**config.mk**
```make
export PLATFORM = sky130hd
export DESIGN_NAME = mem_stage
export DESIGN_NICKNAME = d
export VERILOG_FILES = /design/src/rtl/mem_stage.sv
export SDC_FILE = /design/constraint.sdc
export NUM_CORES = 1
export LEC_CHECK = 0
export CAP_MARGIN = 20
export CORE_ASPECT_RATIO = 2
export CORE_MARGIN = 4
export CORE_UTILIZATION = 42
export DETAILED_ROUTE_END_ITERATION = 10
export GPL_TIMING_DRIVEN = 0
export HOLD_SLACK_MARGIN = 0.05
export PLACE_DENSITY = 0.88
export SYNTH_ARGS = -nofsm -noshare
export SYNTH_HDL_FRONTEND = slang
export SYNTH_SLANG_ARGS = --single-unit
```
**constraint.sdc**
```tcl
create_clock -name clk -period 2.43 [get_ports clk]
set_clock_uncertainty 0.1 [all_clocks]
set_input_delay 0.243 -clock clk [delete_from_list [all_inputs] [get_ports clk]]
set_output_delay 0.243 -clock clk [all_outputs]
set_load 0.03 [all_outputs]
```
**src/rtl/mem_stage.sv**
```systemverilog
// Memory-access stage downstream of execute: ALU results pass through, LW/SW run a data-memory req/ack transaction.
// Latency: 1 cycle for non-memory ops and misaligned rejects, 2+ cycles for LW/SW (1 accept cycle + N REQ cycles).
// Backpressure: stall holds upstream from the accept cycle until the cycle the transaction ends (ack or timeout).
//
// Ports:
//   clk, rst                  clock (rising edge), synchronous active-high reset
//   in_valid, op, regcData,   execute-stage result bundle
//   regcAddr, regcWrite,
//   memAddr, memData
//   stall                     combinational hold for upstream stages
//   mem_req, mem_we,          data-memory request port (req/ack handshake)
//   mem_addr, mem_wdata,
//   mem_rdata, mem_ack
//   wb_valid, wb_data,        write-back bundle (wb_valid is a 1-cycle pulse)
//   wb_addr, wb_we
//   err                       1-cycle pulse on misaligned access or memory timeout

module mem_stage #(
  parameter logic [5:0]  OP_LW   = 6'b100011,
  parameter logic [5:0]  OP_SW   = 6'b101011,
  parameter int unsigned TIMEOUT = 16
) (
  input  logic        clk,
  input  logic        rst,
  input  logic        in_valid,
  input  logic [5:0]  op,
  input  logic [31:0] regcData,
  input  logic [4:0]  regcAddr,
  input  logic        regcWrite,
  input  logic [31:0] memAddr,
  input  logic [31:0] memData,
  output logic        stall,
  output logic        mem_req,
  output logic        mem_we,
  output logic [31:0] mem_addr,
  output logic [31:0] mem_wdata,
  input  logic [31:0] mem_rdata,
  input  logic        mem_ack,
  output logic        wb_valid,
  output logic [31:0] wb_data,
  output logic [4:0]  wb_addr,
  output logic        wb_we,
  output logic        err
);

  typedef enum logic {
    S_IDLE = 1'b0,
    S_REQ  = 1'b1
  } state_t;

  // TIMEOUT == 0 disables the abort; the counter then simply free-runs while in REQ.
  localparam bit          HAS_TO  = (TIMEOUT != 0);
  localparam logic [31:0] TO_LAST = HAS_TO ? 32'(TIMEOUT - 1) : 32'd0;

  state_t      r_state;
  state_t      w_next;

  logic [31:0] r_cnt;
  logic [31:0] r_mem_addr;
  logic [31:0] r_mem_wdata;
  logic [4:0]  r_rd_addr;
  logic        r_rd_we;
  logic        r_is_sw;

  logic        r_wb_valid;
  logic [31:0] r_wb_data;
  logic [4:0]  r_wb_addr;
  logic        r_wb_we;
  logic        r_err;

  logic        w_is_mem;
  logic        w_misalign;
  logic        w_accept;
  logic        w_timeout;

  assign w_is_mem   = (op == OP_LW) || (op == OP_SW);
  assign w_misalign = (memAddr[1:0] != 2'b00);
  assign w_accept   = (r_state == S_IDLE) && in_valid && w_is_mem && !w_misalign;
  // Only meaningful in REQ without ack; an ack in the same cycle wins.
  assign w_timeout  = HAS_TO && (r_cnt == TO_LAST);

  // ---------------------------------------------------------------------------
  // FSM: state register
  // ---------------------------------------------------------------------------
  always_ff @(posedge clk) begin
    if (rst) begin
      r_state <= S_IDLE;
    end else begin
      r_state <= w_next;
    end
  end

  // ---------------------------------------------------------------------------
  // FSM: next-state logic
  // ---------------------------------------------------------------------------
  always_comb begin
    w_next = r_state;
    case (r_state)
      S_IDLE: begin
        if (w_accept) begin
          w_next = S_REQ;
        end
      end
      S_REQ: begin
        if (mem_ack || w_timeout) begin
          w_next = S_IDLE;
        end
      end
      default: w_next = S_IDLE;
    endcase
  end

  // ---------------------------------------------------------------------------
  // FSM: outputs
  // ---------------------------------------------------------------------------
  always_comb begin
    stall   = 1'b0;
    mem_req = 1'b0;
    mem_we  = 1'b0;
    case (r_state)
      S_IDLE: begin
        // Hold upstream already in the accept cycle so the load/store bundle
        // is not overwritten before the request completes.
        stall = w_accept;
      end
      S_REQ: begin
        stall   = 1'b1;
        mem_req = 1'b1;
        mem_we  = r_is_sw;
      end
      default: ;
    endcase
  end

  // ---------------------------------------------------------------------------
  // Datapath: request latches, timeout counter and write-back bundle
  // ---------------------------------------------------------------------------
  always_ff @(posedge clk) begin
    if (rst) begin
      r_cnt       <= 32'd0;
      r_mem_addr  <= 32'd0;
      r_mem_wdata <= 32'd0;
      r_rd_addr   <= 5'd0;
      r_rd_we     <= 1'b0;
      r_is_sw     <= 1'b0;
      r_wb_valid  <= 1'b0;
      r_wb_data   <= 32'd0;
      r_wb_addr   <= 5'd0;
      r_wb_we     <= 1'b0;
      r_err       <= 1'b0;
    end else begin
      r_wb_valid <= 1'b0;
      r_err      <= 1'b0;
      case (r_state)
        S_IDLE: begin
          if (in_valid) begin
            if (!w_is_mem) begin
              r_wb_valid <= 1'b1;
              r_wb_data  <= regcData;
              r_wb_addr  <= regcAddr;
              r_wb_we    <= regcWrite;
            end else if (w_misalign) begin
              // Rejected without touching memory; data/addr keep old values.
              r_wb_valid <= 1'b1;
              r_wb_we    <= 1'b0;
              r_err      <= 1'b1;
            end else begin
              r_mem_addr  <= memAddr;
              r_mem_wdata <= memData;
              r_rd_addr   <= regcAddr;
              r_rd_we     <= regcWrite;
              r_is_sw     <= (op == OP_SW);
              r_cnt       <= 32'd0;
            end
          end
        end
        S_REQ: begin
          if (mem_ack) begin
            r_wb_valid <= 1'b1;
            r_cnt      <= 32'd0;
            if (r_is_sw) begin
              r_wb_we <= 1'b0;
            end else begin
              r_wb_data <= mem_rdata;
              r_wb_addr <= r_rd_addr;
              r_wb_we   <= r_rd_we;
            end
          end else if (w_timeout) begin
            r_wb_valid <= 1'b1;
            r_wb_we    <= 1'b0;
            r_err      <= 1'b1;
            r_cnt      <= 32'd0;
          end else begin
            r_cnt <= r_cnt + 32'd1;
          end
        end
        default: ;
      endcase
    end
  end

  assign mem_addr  = r_mem_addr;
  assign mem_wdata = r_mem_wdata;
  assign wb_valid  = r_wb_valid;
  assign wb_data   = r_wb_data;
  assign wb_addr   = r_wb_addr;
  assign wb_we     = r_wb_we;
  assign err       = r_err;

endmodule

```
# Word level (Yosys, flattened, before mapping)

Index checks and enable logic that the tools add are counted.

Logic and storage cells: 76
Register bits after elaboration: 144
Bits of input ports: 144
Output and inout port bits: 107

Equal/unequal tests: 11
Multiplexer cells: 39
Reduce and logical (&&, ||, !) cells: 11
Add/sub/neg operators: 1
Bitwise logic cells: 2

Operators with widths:

| kind                                                                     | number |
|---|---|
| 32-bit 2-to-1 mux                                                        | 9 |
| 32-bit one-hot mux with 2 select lines                                   | 2 |
| 32-bit by 1-bit adder with 32-bit output (second input constant)         | 1 |
| 32-bit by 4-bit equality test with 1-bit output (second input constant)  | 1 |
| 5-bit 2-to-1 mux                                                         | 4 |
| 1-bit 2-to-1 mux                                                         | 18 |
| 6-bit equality test (second input constant)                              | 2 |
| 2-bit inequality test (second input constant)                            | 6 |
| 1-bit one-hot mux with 2 select lines                                    | 5 |
| 5-bit one-hot mux with 2 select lines                                    | 1 |
| 4-bit AND reduction                                                      | 2 |
| 3-bit AND reduction                                                      | 2 |
| 1-bit logical AND                                                        | 3 |
| 3-bit by 2-bit inequality test with 1-bit output (second input constant) | 1 |
| 3-bit inequality test (second input constant)                            | 1 |
| 1-bit logical OR                                                         | 2 |
| 1-bit inverter                                                           | 2 |
| 2-bit nonzero test                                                       | 1 |
| 1-bit zero test                                                          | 1 |

# Logic depth before layout (Yosys ltp)

Depth after elaboration: 6
Depth in mapped cells: 8
Depth with buffers taken out: 6

# Worst setup path after synthesis

No wires, ideal clock.

Path type: reg-to-output
From: reg r_state
To: out mem_we
Path slack: 0.439 ns
Path buffers: 2
Required time: 2.087 ns
Arrival: 1.648 ns
Cell stages (with the launch flop): 4
Cells stage by stage: dfxtp_1 clkbuf_1 buf_1 and2_1

Word-level cells in the longest chain between the ends: 1

Ends and longest elaborated chain:

| item                   | RTL line | source |
|---|---|---|
| from (decl)            | 55       | `state_t r_state;` |
| from (signal assigned) | 89       | `r_state <= w_next;` |
| 1-bit 2-to-1 mux       | 120      | `case (r_state)` |
| to (decl)              | 34       | `output logic mem_we,` |

No other way between the ends.

# Worst setup path after layout

From: in op[1]
To: out stall

Word-level cells in the longest chain between the ends: 5
Elaborated cells on any way between the ends: 6
Classes of those cells: eq/ne (2); mux (1); reduce/logical (3)

Ends and longest elaborated chain:

| item                                      | RTL line | source |
|---|---|---|
| from (decl)                               | 26       | `input logic [5:0] op,` |
| 6-bit equality test                       | 76       | `assign w_is_mem = (op == OP_LW) \|\| (op == OP_SW);` |
| 1-bit logical OR (*)                      | 76       |  |
| 1-bit logical AND (*) (2 in series)       | 78       | `assign w_accept = (r_state == S_IDLE) && in_valid && w_is_mem && !w_misalign;` |
| 1-bit one-hot mux with 2 select lines (*) | 120      |  |
| to (decl)                                 | 32       | `output logic stall,` |

Every way passes the cells marked *; elsewhere a longest branch is shown, timed or not.

==> results list <==
- The placed instances occupy a cell area of 0.008501 mm2.
* Critical path endpoint category: output pin
- Summed over all nets, wire length on met2 after detailed routing comes to 10.82 mm.
- Clock tree synthesis selected as its root buffer the cell sky130_fd_sc_hd__clkbuf_16.
- Worst Hold Launch: rst
- The routed layout has 5944 vias.
- In this run, synthesis produced a sequential element count of 144.
- Max-Cap Viols: 0
- Remaining antenna violation count after routing: 0
* Arrival time at the worst endpoint: 2020 ps
- Number of nets in the layout: 1103
- All-layer global routing usage: 0.2439
- The critical path goes through clkdlybuf4s50_1, and4bb_2, a41oi_4, inv_2, buf_6, buf_2, buf_2.
- Yosys printed 0 warnings.
- At the pin with the least slew margin, the transition time is 754.0 ps.
- Maximum number of pins on one net before global-route repair: 17
* Static Leakage: 3.061 nW
- Setup repair after global routing left no endpoint under its margin.
* Cell variety after synth: 42
- I/O pins: 251
* Die boundary height: 174.4 um
* Final core occ: 0.6721
- First DRT Iteration DRCs: 285
- Cell type group with the largest total delay on the critical path: buffers and inverters
- Number of flops mapped to enable cells by yosys: 0
- The number of global-route vias before repair was 6004.
- Total of buffers placed on input and output ports: 249
- Delay contributed by the slowest stage of the critical path: 490 ps
* Floorplan die area: 0.01590 mm2
* Post-Synthesis Cells: 691
- TritonRoute pass-1 iters: 7
* Category of the worst setup path launch point: input pin
- Status: finished, final reports clean
* Detailed Place HPWL: 15.10 mm
* Clock slew seen by the registers of the worst setup and hold paths: 60 ps
* Slew headroom: 0.4974
- Cells on Worst Hold Path: 3
- TritonCTS built the clock tree.
- Worst R2R Path Depth: 7
- Worst-path maximum fanout: 10
- After detailed routing, the met3 layer carries 1.074 mm of wire.
* Num rows: 60
- Setup total negative slack on the finished layout was measured at 0 ps.
* Crit path kind: input pin to output pin
- Fill cell instance count of the final layout: 1057
- Final Hold Violating Endpoints: 0
- In this run the deepest clock path goes through 2 buffers.
- For this block, wires on met1 add up to 6.853 mm.
- Nets in the synthesized netlist: 836
* Floorplan core area: 0.01351 mm2
- After clock tree synthesis, the flow added hold-fix buffers numbering 0.
- After detailed routing, the average wire length per cell comes to 17.47 um.
- Wires add up to 19.68 mm.
* Cell repeated most along the worst path: sky130_fd_sc_hd__buf_2
* Cell with the biggest individual delay on the critical path: sky130_fd_sc_hd__clkdlybuf4s50_1
- In this run the register-to-register setup slack is 170 ps.
- The critical path contains buffers and inverters numbering 5 combined.
* Routability-driven placement congestion ratio: 0.9091
- Of the available clock period, the critical path in the final layout requires 0.9725.
- The endpoint identified for the worst register-to-register timing path is r_cnt[5].
- For this run, the leading register cell type out of synthesis is sky130_fd_sc_hd__dfxtp_1.
- Power per standard cell area: 618.0 mW/mm2
- Tightest Hold Check Type: input pin to flop
- Post-route DRC: 0
- Share of synthesized area occupied by flip-flops and latches: 0.4958
* Number of CTS-inserted buffers: 17
* Final max-slew violation count: 0
- Critical R2R Launch: r_cnt[0]
* Finished layout cell area: 0.009082 mm2
* Number of clock sinks seen by CTS: 144
- Required time of the worst setup path: 2090 ps
- The initial antenna violation count came to 0.
- Routed signal wires occupy layers up through met4.
- Mapped cell area: 0.005814 mm2
* Number of H-tree levels: 4
- The path with the worst hold slack has its endpoint at r_cnt[31].
- Share of cells above drive strength 1: 0.05252
- The smallest clock period supported by the final layout is computed as 2363 ps.
- Total of endpoints with negative setup slack in the final report: 0
- Summing all flip-flop and latch instances after layout gives 0.002884 mm2.
- Global routing finished with a remaining overflow of 0.
- First-pass GRT wire length: 30.85 mm
- Area Overhead vs Synth: 56.21%
- The multi-input combinational cells in the finished layout cover a total of 0.002720 mm2.
- The floorplan step set the die width to 91.20 um.
- Worst Hold Slack: 241.3 ps
- Initial Util: 0.4303
- Dividing the detail-routed via count by the number of cells gives 5.279.
* Number of inserted diodes: 0
- Latest clock arrival within the worst-skew pair: 420 ps
- Post-CTS timing repair inserted 0 buffers for setup.
* Max Clock Freq: 423.2 MHz
- Across the VDD grid, the largest voltage drop is 477.5 uV.
* Mean area per synthesized cell: 8.414 um2
* Fraction of registers with async set or reset after synthesis: 0
[logic make-up (layout without fill, tap and decap cells)]
group                      count (synthesis)  after routing  share of synthesized area
xor gates and xnor gates                  17             17                    0.02561
DFF                                      144            144                     0.4958
adders and majority gates                  1              1                   0.002152
and+or+nand+nor                          293            293                     0.2262
buffers and inverters                     54            334                    0.03787
muxes                                     37             37                    0.06370
AOI/OAI and AO/OA                        145            145                     0.1487
[synthesized netlist by cell type (all sizes together), types with 4 or more instances]
library cell / count / share of area
a21oi: 85 / 0.073
and2: 4 / 0.0043
nand4: 16 / 0.020
mux2i: 37 / 0.064
clkbuf: 36 / 0.023
nand2: 153 / 0.099
a211oi: 37 / 0.048
or3: 12 / 0.013
nor4: 5 / 0.0054
o21ai: 15 / 0.013
nand3: 15 / 0.013
nor3: 7 / 0.0069
nor2: 62 / 0.040
xor2: 13 / 0.020
dfxtp: 144 / 0.50
xnor2: 4 / 0.0060
inv: 5 / 0.0032
buf: 13 / 0.011
[worst min-delay path: cells and delay by family]
kind / cells / cell delay (ps)
AOI/OAI and AO/OA: 2 / 260
buffers and inverters: 1 / 210
[layout make-up]
cell class / count / share of cell area
plain buffers: 48 / 0.02218
clock buffers: 17 / 0.04684
clock inverters: 15 / 0.01667
inverters: 5 / 0.002066
multi-input cells: 493 / 0.2995
flip-flops and latches: 144 / 0.3175
well taps: 155 / 0.02135
repair buffers: 249 / 0.2739
[timing repair]
item	4_1_cts	5_1_grt
resized for setup	7	4
hold endpoints to repair	0	0
cloned	0	0
setup endpoints to repair	34	41
[placed cells by master, fill, tap and decap left out, types with 4 or more instances in the layout]
cell type / instances
sky130_fd_sc_hd__inv_6: 4
sky130_fd_sc_hd__nor4_1: 5
sky130_fd_sc_hd__nor2_1: 61
sky130_fd_sc_hd__or3_1: 12
sky130_fd_sc_hd__o21ai_0: 14
sky130_fd_sc_hd__buf_2: 9
sky130_fd_sc_hd__clkinv_4: 4
sky130_fd_sc_hd__clkbuf_16: 17
sky130_fd_sc_hd__xor2_1: 13
sky130_fd_sc_hd__nand4_1: 15
sky130_fd_sc_hd__dfxtp_1: 143
sky130_fd_sc_hd__a21oi_1: 85
sky130_fd_sc_hd__nor3_1: 6
sky130_fd_sc_hd__nand2_1: 153
sky130_fd_sc_hd__clkdlybuf4s50_1: 248
sky130_fd_sc_hd__a211oi_1: 37
sky130_fd_sc_hd__xnor2_1: 4
sky130_fd_sc_hd__clkbuf_1: 35
sky130_fd_sc_hd__nand3_1: 15
sky130_fd_sc_hd__mux2i_1: 37
sky130_fd_sc_hd__inv_1: 4
[sequential cells by signal, summed over array words and instances (netlist names)]
name,cells
err,1
wb_data,32
r_rd_addr,5
r_cnt,32
r_rd_we,1
r_state,1
r_is_sw,1
wb_addr,5
wb_valid,1
mem_wdata,32
mem_addr,32
wb_we,1
[power by group]
group | switching [mW] | internal [mW] | total (mW)
Combinational | 0.281 | 0.336 | 0.617
Clock | 1.12 | 1.44 | 2.56
Sequential | 0.0249 | 2.41 | 2.44
[layer usage]
metal | GRT usage | vias up
met3 | 0.05847 | 54
li1 | - | 2921
met5 | 0 | -
met2 | 0.4583 | 236
met1 | 0.2413 | 2733
met4 | 0.1285 | 0
[how the worst max path moves through the flow]
stage / slack [ps] / cells after the start / start / endpoint
floorplan: 440 / 3 / r_state / mem_we
global placement: -430 / 7 / op[1] / stall
detailed placement: -430 / 7 / op[1] / stall
CTS: 10 / 3 / r_state / mem_we
global route: 3 / 3 / r_state / mem_we
finish: 70 / 7 / op[1] / stall
[metrics by stage]
stage               power (mW)  std cells  setup WS [ps]
finish                   5.613       1126          66.77
global route             5.795       1126          2.839
detailed placement       3.102       1095         -430.8
global placement         3.090       1095         -430.8
floorplan                2.718        691          438.9
CTS                      5.650       1126          13.71
Note: power is estimated with default switching activity, not from simulation.
==> patch 1 (config.mk and constraints unchanged) <==
Set the parameter `TIMEOUT` to 12 (it was 16).
--- a/src/rtl/mem_stage.sv
+++ b/src/rtl/mem_stage.sv
@@ -20,3 +20,3 @@
   parameter logic [5:0]  OP_SW   = 6'b101011,
-  parameter int unsigned TIMEOUT = 16
+  parameter int unsigned TIMEOUT = 12
 ) (
Function: no difference found for any inputs over 4 cycles, from zero or initial values and one cycle with rst high; that may be too few to reach the edited logic, so the function may still have changed.
==> patch 1 against the original RTL <==
- combinational power about the same
- worst setup slack improved by 0.010 ns
- synthesized area rose by 3.9%
- cell area grew 3.5%
- register-to-register slack improved by 0.04 ns
- non-clock buffer count rose by 5
- sequential cell count unchanged
- power up 1.8%
- critical path depth is 1 lower
- routed wire length is 1.7% higher
- critical path type unchanged
==> patch 1: results (changes against the original RTL) <==
VDD IR max - 0.525 mV (was 0.477 mV)
Dpl cells - 1117 (was 1095)
GPL Wtd Cong - 0.888 (was 0.909)
Period utilization - 96.8% (was 97.3%)
Commonest cells post-synth - nand2_1 (147), dfxtp_1 (144), a21oi_1 (73) (was nand2_1 (153), dfxtp_1 (144), a21oi_1 (85))
Dpl cell area - 8770 µm² (was 8500 µm²)
Number of detailed-route iterations in the first pass - 4 (was 7)
Vias - 5911 (was 5944)
Avg WL per Cell - 17.4 µm (was 17.5 µm)
DP HPWL - 15700 µm (was 15100 µm)
Flop2flop setup slack - 0.21 ns (was 0.17 ns)
Worst Hold Slack - 0.261 ns (was 0.241 ns)
Share of layout cells above drive strength 1 - 7.92% (was 5.25%)
Clock share of power - 46.5% (was 45.6%)
Power in the clock group - 2.66 mW (was 2.56 mW)
Total CTS buffers - 17 (unchanged)
Delay of the slowest critical-path stage - 0.41 ns (was 0.49 ns)
Syn nets - 824 (was 836)
Largest net degree at the start of global routing - 18 (was 17)
Sequential fraction of the synthesis area - 47.7% (was 49.6%)
Nets - 1092 (was 1103)
Via density - 5.14 (was 5.28)
Slowest CP cell - clkdlybuf4s15_1 (was clkdlybuf4s50_1)
Seq. pwr - 2.44 mW (about the same)
LEAKAGE - 3.15 nW (was 3.06 nW)
Synthesized instance count - 679 (was 691)
DR iter-0 viols - 272 (was 285)
Synth area leaders - dfxtp_1 (48%), nand2_1 (9.1%), mux2i_1 (6.3%) (was dfxtp_1 (50%), nand2_1 (9.9%), a21oi_1 (7.3%))
Vias in the first global route - 6114 (was 6004)
GR Util All Layers - 24.1% (was 24.4%)
Clk pin slew, worst setup/hold paths - 0.08 ns (was 0.06 ns)
Status - finished, final reports clean (unchanged)
Setup WS pre-CTS - -0.306 ns (was -0.431 ns)
Sw frac - 26.0% (was 25.3%)
[patch 1: layout make-up]
| type | count | area [µm²] |
|---|---|---|
| clock inverter | 15 | 186 |
| buffer | 53 | 264 |
| sequential | 144 | 2880 |
| tap | 189 | 236 |
| fill | 1141 | 4650 |
| clock buffer | 17 | 425 |
| timing repair buffer | 249 | 2490 |
| multi-input combinational | 480 | 2900 |
| inverter | 2 | 7.51 |
[patch 1: path summary, 6_finish.rpt]
check / start / to / cells past startpoint
setup reg to reg: r_cnt[0] / wb_we / 6
setup / recovery: op[4] / stall / 6
hold reg to reg: mem_addr[12] / mem_addr[12] / 2
hold / removal: memAddr[30] / mem_addr[30] / 3
[patch 1: cells by family (layout without fill, tap and decap cells)]
kind of cell / after synthesis / count (layout) / share of synthesized area, %
AND/OR/NAND/NOR: 294 / 294 / 25.1
flip-flops: 144 / 144 / 47.7
AO/OA/AOI/OAI: 115 / 115 / 11.7
buffers and inverters: 55 / 336 / 4.31
multiplexers: 39 / 39 / 6.48
XOR/XNOR: 31 / 31 / 4.49
adder cells (fa/ha/maj): 1 / 1 / 0.207
[patch 1: routing by layer]
layer / share of wire (%) / GRT usage [%] / wire [µm]
met3: 7.3 / 7.76 / 1450
met1: 35 / 24.1 / 6910
met5: 0 / 0 / 0
met4: 3.1 / 8.93 / 612
met2: 55 / 45.3 / 11000
[patch 1: worst max-delay path: cells and delay by family]
family,cells,cell delay (ns)
and+or+nand+nor,1,0.39
AOI/OAI and AO/OA,1,0.19
buffers and inverters,4,1.18
[patch 1: timing repair]
| item | 4_1_cts | 5_1_grt |
|---|---|---|
| hold buffers | 0 | 0 |
| resized for setup | 5 | 4 |
| cloned | 0 | 0 |
| pin swaps | 0 | 1 |
| endpoints found under the setup margin | 2 | 21 |
==> patch 2 (same flow settings) <==
Without the edit above. Register the output `err` once more; this adds one clock of latency there. The other outputs are not delayed to match. Comments in the files are not updated.
--- a/src/rtl/mem_stage.sv
+++ b/src/rtl/mem_stage.sv
@@ -207,3 +207,5 @@
   assign wb_we     = r_wb_we;
-  assign err       = r_err;
+  always_ff @(posedge clk) begin
+    err <= r_err;
+  end
 
Check against the original RTL: not equivalent (a bounded check fails within 4 cycles, from zero or initial values and one cycle with rst high).
==> patch 2 against the original RTL <==
- routed wire length is 0.55% lower
- power is 0.61% lower
- largest power group unchanged
- worst setup slack better by 0.012 ns
- cell area hardly changed
- sequential cell count is 1 higher
- synthesized area is 0.34% higher
- critical path type is now flip-flop to primary output
- first-iteration DRC count is 9.8% lower
- via count is 0.74% higher
==> patch 2: results (changes against the original RTL) <==
VDD IR max - 0.685 mV (was 0.477 mV)
Clk pin slew, worst setup/hold paths - 0.06 ns (about the same)
Vias - 5988 (was 5944)
Count of final setup violators - 0 (unchanged)
Delay of the slowest critical-path stage - 0.70 ns (was 0.49 ns)
Post-route ant nets - 0 (unchanged)
CTS Buffer Depth - 2 (unchanged)
Max_slew headroom - 50.9% (was 49.7%)
CTS H-tree depth - 4 (unchanged)
Post-synth top flop - dfxtp_1 (unchanged)
Slowest CP cell - clkdlybuf4s50_1 (unchanged)
Commonest cells post-synth - nand2_1 (153), dfxtp_1 (145), a21oi_1 (85) (was nand2_1 (153), dfxtp_1 (144), a21oi_1 (85))
GPL Wtd Cong - 0.940 (was 0.909)
Cts hold-fix bufs - 0 (unchanged)
Status - finished, final reports clean (unchanged)
GR Util All Layers - 24.4% (about the same)
Nets - 1104 (was 1103)
Flop2flop setup slack - 0.12 ns (was 0.17 ns)
Synth area leaders - dfxtp_1 (50%), nand2_1 (9.8%), a21oi_1 (7.3%) (was dfxtp_1 (50%), nand2_1 (9.9%), a21oi_1 (7.3%))
Number of detailed-route iterations in the first pass - 7 (unchanged)
Setup WS pre-CTS - -0.379 ns (was -0.431 ns)
CTS Root Cell - clkbuf_16 (unchanged)
Sequential fraction of the synthesis area - 49.8% (was 49.6%)
Initial antenna violation count - 0 (unchanged)
Worst-Skew Late Latency - 0.41 ns
Port Buffers - 249 (unchanged)
DR iter-0 viols - 257 (was 285)
Share of layout cells above drive strength 1 - 5.14% (was 5.25%)
Yosys warnings - 0 (unchanged)
LEAKAGE - 3.04 nW (was 3.06 nW)
Syn nets - 837 (was 836)
First-pass GRT wire length - 30800 µm (about the same)
Crit path DAT - 2.01 ns
CP max FO - 11 (was 10)
Final wirelength - 19600 µm (was 19700 µm)
Vias in the first global route - 6079 (was 6004)
Largest net degree at the start of global routing - 17 (unchanged)
Class of the worst hold path - flip-flop to flip-flop (was input port to flip-flop)
Ant. Diodes - 0 (unchanged)
Global route total overflow - 0 (unchanged)
Total CTS buffers - 17 (unchanged)
DP HPWL - 15200 µm (was 15100 µm)
Cell with the most instances after synthesis - nand2_1 (unchanged)
## patch 2: cell count changes in the layout (fill, tap and decap cells not counted), moves of 2 or more
cell,unedited run,this run
clkinvlp_4,1,7
clkinv_4,4,0
clkbuf_1,35,37
clkinv_2,2,0
inv_8,3,1
## patch 2: path summary, 6_finish.rpt
path | from | to | cells after the start
worst max-delay path | r_state | mem_we | 3
worst min-delay path | r_err | err | 0
worst max register to register | r_cnt[0] | r_cnt[30] | 6
worst min register to register | r_err | err | 0
## patch 2: worst register-to-register path, stage by stage, from the launching register on
cell	delay, ns
dfxtp_1	0.37
ha_1	0.25
clkbuf_1	0.42
and2_1	0.26
nand4_4	0.18
or4_1	0.50
a21oi_1	0.15
## patch 2: report_power, final
part / total (mW) / internal [mW] / switching (mW) / leakage [nW]
clock network: 2.51 / 1.43 / 1.08 / 0.251
logic: 0.616 / 0.336 / 0.280 / 1.61
registers: 2.45 / 2.43 / 0.0235 / 1.18
## patch 2: cell type report
| class | instances | area (µm²) |
|---|---|---|
| clock buffer | 19 | 433 |
| tap | 155 | 194 |
| timing repair buffer | 249 | 2490 |
| clock inverter | 13 | 129 |
| fill | 1122 | 4420 |
| buffer | 48 | 201 |
| sequential | 145 | 2900 |
| inverter | 5 | 18.8 |
| multi-input combinational | 493 | 2720 |
## patch 2: kinds of logic (layout without fill, tap and decap cells)
family                     Yosys count  in the layout  share of synthesized area (%)
muxes                               37             37                           6.35
xor gates and xnor gates            17             17                           2.55
adders and majority gates            1              1                          0.214
DFF                                145            145                           49.8
and+or+nand+nor                    293            293                           22.5
AOI/OAI and AO/OA                  145            145                           14.8
buffers and inverters               54            334                           3.77
## patch 2: metrics by stage
step | std cells | area (µm²) | hold WS [ns] | util (%)
global route | 1127 | 9090 | 0.230 | 67.3
finish | 1127 | 9090 | 0.226 | 67.3
detailed placement | 1096 | 8520 | 0.212 | 63.1
CTS | 1127 | 9080 | 0.227 | 67.2
global placement | 1096 | 8520 | 0.217 | 63.1
floorplan | 692 | 5830 | 0.210 | -
## patch 2: repair_timing
action,CTS,global route
buffers inserted,0,0
pin swaps,0,0
resized for setup,6,6
setup endpoints to repair,36,76
## patch 2: metal layers
| metal | up-vias | wire length (µm) | GRT usage, % |
|---|---|---|---|
| li1 | 2920 | - | - |
| met1 | 2791 | 6850 | 24.4 |
| met2 | 217 | 10700 | 46.4 |
| met3 | 60 | 1050 | 5.43 |
| met4 | 0 | 934 | 12.0 |
| met5 | - | 0 | 0 |
